<file path="config.mk">
export PLATFORM = sky130hd
export DESIGN_NAME = fisica_pajarito_flat
export DESIGN_NICKNAME = d
export VERILOG_FILES = /design/src/rtl/fisica_pajarito_if.sv /design/src/rtl/fisica_pajarito.sv /design/src/flat_wrapper.sv
export SDC_FILE = /design/constraint.sdc
export NUM_CORES = 1
export LEC_CHECK = 0
export ABC_AREA = 1
export CAP_MARGIN = 30
export CORE_MARGIN = 3
export CORE_UTILIZATION = 30
export DETAILED_ROUTE_END_ITERATION = 8
export GPL_ROUTABILITY_DRIVEN = 0
export GPL_TIMING_DRIVEN = 0
export SYNTH_ARGS = -nofsm -noshare
export SYNTH_HDL_FRONTEND = slang
export SYNTH_SLANG_ARGS = --single-unit
</file>
<file path="constraint.sdc">
create_clock -name clk -period 9.6 [get_ports clk]
set_input_delay 1.44 -clock clk [delete_from_list [all_inputs] [get_ports clk]]
set_output_delay 1.44 -clock clk [all_outputs]
set_load 0.03 [all_outputs]
</file>
<file path="src/rtl/fisica_pajarito_if.sv">
// Bird-motion engine bus: control inputs from the input/timer logic and the
// bird state toward the renderer and collision unit.
interface fisica_pajarito_if #(
  parameter int Y_W = 10,
  parameter int V_W = 8
);
  logic           en_time_out;  // physics tick, one cycle per frame
  logic           en_subiendo;  // flap button level
  logic           pausa;        // freeze physics
  logic           inicio;       // start/restart pulse
  logic [Y_W-1:0] posy;         // bird top y-coordinate
  logic [V_W-1:0] vely;         // signed velocity, + = down
  logic [1:0]     estado;       // 00 ESPERA, 01 VUELO, 10 MUERTO
  logic           choque;       // one-cycle floor-hit pulse

  // Controller side: drives the game controls, observes the bird.
  modport master (
    output en_time_out, en_subiendo, pausa, inicio,
    input  posy, vely, estado, choque
  );

  // Engine side.
  modport slave (
    input  en_time_out, en_subiendo, pausa, inicio,
    output posy, vely, estado, choque
  );
endinterface

</file>
<file path="src/rtl/fisica_pajarito.sv">
// Bird-motion engine: a flap loads an upward impulse, gravity pulls the bird
// down to a terminal speed, position is clamped to the play-field and
// reaching the floor ends the game.
module fisica_pajarito #(
  parameter int Y_W        = 10,
  parameter int V_W        = 8,
  parameter int Y_INIT     = 150,
  parameter int Y_MIN      = 0,
  parameter int Y_MAX      = 440,
  parameter int GRAVITY    = 1,
  parameter int FLAP_VEL   = -12,
  parameter int V_MAX_FALL = 8
) (
  input logic               clk,
  input logic               rst,   // asynchronous, active low
  fisica_pajarito_if.slave  bus
);

  typedef enum logic [1:0] {
    ESPERA = 2'b00,
    VUELO  = 2'b01,
    MUERTO = 2'b10
  } estado_t;

  // Constants resized once so every comparison below is signed and width-exact.
  localparam logic        [Y_W-1:0] YINIT_U = Y_W'(Y_INIT);
  localparam logic signed [Y_W+1:0] YMIN_S  = (Y_W+2)'(Y_MIN);
  localparam logic signed [Y_W+1:0] YMAX_S  = (Y_W+2)'(Y_MAX);
  localparam logic signed [V_W:0]   GRAV_S  = (V_W+1)'(GRAVITY);
  localparam logic signed [V_W:0]   VMAX_S  = (V_W+1)'(V_MAX_FALL);
  localparam logic signed [V_W-1:0] FLAP_S  = V_W'(FLAP_VEL);

  estado_t                estado_q;
  logic        [Y_W-1:0]  posy_q;
  logic signed [V_W-1:0]  vely_q;
  logic                   choque_q;
  logic                   subiendo_q;   // previous en_subiendo for edge detect
  logic                   flap_pend;    // flap requested, waiting for a tick

  logic                   rise;
  logic                   flap_now;
  logic signed [V_W:0]    v_grav;       // one extra bit so +GRAVITY cannot wrap
  logic signed [V_W-1:0]  v_next;
  logic signed [Y_W+1:0]  p_next;       // two extra bits: sign plus headroom

  assign rise     = bus.en_subiendo & ~subiendo_q;
  // An edge arriving in the tick cycle itself still counts for that tick.
  assign flap_now = flap_pend | rise;

  // Candidate velocity and position for the next tick.
  always_comb begin
    // NOTE: every always_comb output gets a value on every path, otherwise a latch is inferred.
    v_grav = {vely_q[V_W-1], vely_q} + GRAV_S;
    v_next = v_grav[V_W-1:0];
    if (flap_now) begin
      v_next = FLAP_S;
    end else if (v_grav > VMAX_S) begin
      v_next = VMAX_S[V_W-1:0];
    end
    p_next = {2'b00, posy_q} + {{(Y_W+2-V_W){v_next[V_W-1]}}, v_next};
  end

  // Game FSM with edge register, flap latch and registered outputs.
  always_ff @(posedge clk or negedge rst) begin
    if (!rst) begin
      estado_q   <= ESPERA;
      posy_q     <= YINIT_U;
      vely_q     <= '0;
      choque_q   <= 1'b0;
      subiendo_q <= 1'b0;
      flap_pend  <= 1'b0;
    end else begin
      // NOTE: state registers use non-blocking assignment so every register samples pre-edge values.
      subiendo_q <= bus.en_subiendo;
      choque_q   <= 1'b0;
      if (bus.inicio) begin
        // Restart wins over a same-cycle tick: no physics this cycle.
        estado_q  <= VUELO;
        posy_q    <= YINIT_U;
        vely_q    <= '0;
        flap_pend <= 1'b0;
      end else begin
        case (estado_q)
          ESPERA: begin
            posy_q    <= YINIT_U;
            vely_q    <= '0;
            flap_pend <= 1'b0;
          end
          VUELO: begin
            if (bus.pausa) begin
              // Flaps made while paused are dropped.
              flap_pend <= 1'b0;
            end else if (bus.en_time_out) begin
              flap_pend <= 1'b0;
              if (p_next <= YMIN_S) begin
                // Ceiling stops the bird but is not fatal.
                posy_q <= YMIN_S[Y_W-1:0];
                vely_q <= '0;
              end else if (p_next >= YMAX_S) begin
                posy_q   <= YMAX_S[Y_W-1:0];
                vely_q   <= '0;
                estado_q <= MUERTO;
                choque_q <= 1'b1;
              end else begin
                posy_q <= p_next[Y_W-1:0];
                vely_q <= v_next;
              end
            end else if (rise) begin
              flap_pend <= 1'b1;
            end
          end
          MUERTO: begin
            // Frozen until restart; flaps are ignored.
            flap_pend <= 1'b0;
          end
          default: begin
            estado_q  <= ESPERA;
            flap_pend <= 1'b0;
          end
        endcase
      end
    end
  end

  assign bus.posy   = posy_q;
  assign bus.vely   = vely_q;
  assign bus.estado = estado_q;
  assign bus.choque = choque_q;

endmodule

</file>
<file path="src/flat_wrapper.sv">
// flat-port wrapper written by rule: the top's interface ports become plain ports
module fisica_pajarito_flat 
#(
  parameter int Y_W        = 10,
  parameter int V_W        = 8,
  parameter int Y_INIT     = 150,
  parameter int Y_MIN      = 0,
  parameter int Y_MAX      = 440,
  parameter int GRAVITY    = 1,
  parameter int FLAP_VEL   = -12,
  parameter int V_MAX_FALL = 8
)
  (clk, rst, bus_en_time_out, bus_en_subiendo, bus_pausa, bus_inicio, bus_posy, bus_vely, bus_estado, bus_choque);
  fisica_pajarito_if #(.Y_W(Y_W), .V_W(V_W)) bus_i ();
  input logic clk;
  input logic rst;
  input wire logic [$bits(bus_i.en_time_out)-1:0] bus_en_time_out;
  input wire logic [$bits(bus_i.en_subiendo)-1:0] bus_en_subiendo;
  input wire logic [$bits(bus_i.pausa)-1:0] bus_pausa;
  input wire logic [$bits(bus_i.inicio)-1:0] bus_inicio;
  output wire logic [$bits(bus_i.posy)-1:0] bus_posy;
  output wire logic [$bits(bus_i.vely)-1:0] bus_vely;
  output wire logic [$bits(bus_i.estado)-1:0] bus_estado;
  output wire logic [$bits(bus_i.choque)-1:0] bus_choque;
  assign bus_i.en_time_out = bus_en_time_out;
  assign bus_i.en_subiendo = bus_en_subiendo;
  assign bus_i.pausa = bus_pausa;
  assign bus_i.inicio = bus_inicio;
  assign bus_posy = bus_i.posy;
  assign bus_vely = bus_i.vely;
  assign bus_estado = bus_i.estado;
  assign bus_choque = bus_i.choque;
  fisica_pajarito #(.Y_W(Y_W), .V_W(V_W), .Y_INIT(Y_INIT), .Y_MIN(Y_MIN), .Y_MAX(Y_MAX), .GRAVITY(GRAVITY), .FLAP_VEL(FLAP_VEL), .V_MAX_FALL(V_MAX_FALL)) u_core (.clk(clk), .rst(rst), .bus(bus_i));
endmodule
</file>
==> reports/metrics.yaml <==
placed_design:
  dp_cells: 456
  dp_hpwl_mm: 4.52
  io_buffers: 26
  dp_slack_ns: 4.91
critical_path:
  cp.depth: 17
  reg2reg_depth: 26
  cpLargestDelayFamily: "compound AO/OA/AOI/OAI gates"
  cp-start-kind: "input port"
  crit_arrival_ns: 4.60
  slowest_stage: "ha_1"
  end_kind: "register"
  cp_num_buf_inv: 4
  crit_top_cell: "nand2_1"
  rrSetupSlack_ns: 5.71
  path_cells: "clkdlybuf4s50_1, a21oi_1, buf_2, o21ai_1, ha_1, inv_1, o21bai_1, a21oi_1, nand3_1, nand2_1, nand2_1, nor2_2, nand2_2, o21ai_4, nand3_1, nand2_1, inv_1"
  crit_fanout: 10
  crit_type: "in -> reg"
  worst_ep_required_time_ns: 9.81
  r2r-start: "u_core.bus.vely[0]"
  crit_path_max_incr_delay_ns: 0.44
  r2r_end: "u_core.bus.posy[4]"
yosys:
  yosysMostFrequentCell: "nand2_1"
  synth_top_area_share_pct: 22.0
  ys_seq_area_share_pct: 26.9
  ys_seq_elements: 23
  syn_area_per_cell_um2: 6.49
  ys.flop_type: "dfrtp_1"
  yosysUniqueCellTypes: 31
  ys_async_sr_fraction_pct: 100
  synthTopCellsByCount: "106 x nand2_1, 44 x inv_1, 34 x nand3_1"
  synth.largest_area_cell: "dfrtp_1"
  syn_inst: 333
  synth_nets: 352
  synth-edff-count: 0
  synth.area.top_cells: "dfrtp_1 22%, nand2_1 18%, nand3_1 7.9%"
  syn-cell-area_um2: 2160
  yosysWarningCount: 0
clock_network:
  cts_tree: "built"
  post_cts_resized: 0
  clock_tree.root_cell: "clkbuf_8"
  clock_latency_ns: 0.27
  clk_pin_slew_ns: 0.09
  cts_setup_buffers: 0
  clk_path_buf_depth: 2
  htreeDepth: 1
  clock-sinks: 23
  cts_hold_buf: 0
  cts_buffers: 3
hold_path:
  holdCritPathClass: "reg -> reg"
  whs_path_depth: 2
  hold_end: "u_core.bus.posy[0]"
  min_from: "u_core.bus.posy[0]"
sta:
  fin_setup_tns_ns: 0
  skew_ns: 0.00230
  hold_viol: 0
  fmax_mhz: 228
  period_minus_slack_ns: 4.39
  finalSetupViolCount: 0
  tightest_slew_ns: 0.667
  rsz0062_at_grt: "false"
  relSlewSlack_pct: 55.2
  fin_ws_ns: 5.21
  fin_crit_sh_pct: 45.7
  drv_slew: 0
cells_and_area:
  fillCellCount: 758
  diodes: 0
  multiInputGateArea_um2: 1370
  syn_to_final_growth_pct: 20.4
  drive_above_1_share_pct: 12.9
  fin_nets: 384
  final_cells: 460
  regArea_um2: 581
route:
  via_count: 2172
  wl_per_cell_um: 12.3
  finalWirelength_mm: 5.64
  ant_nets: 0
  drt-initial-drc-count: 92
  viasPerCell: 4.72
  first_pass_iters: 4
  drc: 0
floorplanning:
  start_util_pct: 31.3
  row_count: 30
  die_w_um: 90.9
  ios: 27
  design.die.area_um2: 8260
  coreArea_um2: 6910
  die_y_um: 90.9
grt:
  grt_pass1_wl_mm: 9.99
  gr-total-overflow: 0
  grt_max_degree: 14
  antenna_found_initial: 0
  grt_pass1_vias: 2116
  grtUsageTotal_pct: 14.5
pwr:
  pwr_density_cell_nw_per_um2: 246
  vdd_drop_max_uv: 95.0
  p_total_uw: 639
  cellLeakagePower_uw: 0.00136
job:
  maxCapViolCount: 0
outcome:
  outcome: "finished clean"
==> worst reg2reg max path, stage by stage, from the launching register on <==
cell	delay (ns)
dfrtp_1	0.49
ha_1	0.28
nand3_1	0.14
o21bai_1	0.14
nand2_1	0.09
nor2_1	0.13
nand3_2	0.09
nand2_4	0.14
inv_1	0.07
o21ai_0	0.31
ha_1	0.35
nand4_1	0.12
nand2_1	0.06
inv_2	0.06
nand2_2	0.10
nand2_4	0.12
nand2_4	0.06
nand2_2	0.08
nand2_1	0.07
nand2_1	0.07
nand2_1	0.06
nor2_2	0.11
nand2_2	0.10
o21ai_4	0.33
nand3_1	0.16
nand2_1	0.08
inv_1	0.04
==> area by class of cell <==
cell class,count,share of cell area [%]
sequential,23,22.3
tap,96,4.62
inverter,52,7.50
multi-input combinational,255,52.6
clock inverter,1,0.192
buffer,3,0.625
timing repair buffer,27,10.6
clock buffer,3,1.59
==> state kept, by name (all words and copies together) (netlist names) <==
| name | flops |
|---|---|
| u_core.bus.choque | 1 |
| u_core.flap_pend | 1 |
| u_core.bus.vely | 8 |
| u_core.bus.estado | 2 |
| u_core.subiendo_q | 1 |
| u_core.bus.posy | 10 |
==> power by group <==
| group | switching, µW | internal (µW) | leakage [µW] |
|---|---|---|---|
| registers | 26.7 | 124 | 0.000297 |
| logic | 281 | 145 | 0.00104 |
| clock network | 33.7 | 29.0 | 0.0000255 |
==> cells in the final DEF, fill, tap and decap left out, types with 3 or more instances in the layout <==
cell type / n
nor2_1: 27
nor2_2: 4
o21ai_0: 5
nand2_4: 8
dfrtp_1: 19
clkdlybuf4s50_1: 26
nand3_2: 6
inv_2: 6
nand2_2: 5
dfstp_2: 4
nand4_1: 12
o21ai_1: 9
ha_1: 13
inv_1: 44
clkbuf_8: 3
nand3_1: 34
a21oi_1: 10
nand2_1: 106
==> worst max-delay path by stage <==
stage | startpoint | end
3_5_place_dp | bus_en_subiendo | u_core.bus.posy[4]
3_3_place_gp | bus_en_subiendo | u_core.bus.posy[4]
5_1_grt | bus_en_subiendo | u_core.bus.posy[7]
4_1_cts | bus_en_subiendo | u_core.bus.posy[4]
6_report | bus_en_subiendo | u_core.bus.posy[4]
2_1_floorplan | bus_en_subiendo | u_core.bus.posy[3]
==> cell families (layout without fill, tap and decap cells) <==
| logic type | Yosys count | count (layout) | synth area share (%) |
|---|---|---|---|
| fa+ha+maj | 13 | 13 | 7.53 |
| flops | 23 | 23 | 26.9 |
| simple gates | 213 | 213 | 47.9 |
| compound gates | 29 | 29 | 7.87 |
| buf+inv | 55 | 86 | 9.79 |
==> routing by layer <==
metal  wire length [µm]  vias up  global-route usage (%)
met2               2640       50                    25.3
met5                  0        -                       0
met4                 44        0                    2.51
met1               2690      990                    19.2
li1                   -     1128                       -
met3                272        4                    2.25
==> per-stage QoR <==
step / utilization, % / instance area (µm²) / hold WS [ns]
CTS: 37.7 / 2600 / 0.534
finish: 37.7 / 2600 / 0.527
global route: 37.7 / 2600 / 0.561
global placement: 36.8 / 2540 / 0.512
detailed placement: 37.0 / 2560 / 0.508
floorplan: - / 2160 / 0.565
No activity file was read; power rests on OpenSTA's default activity.
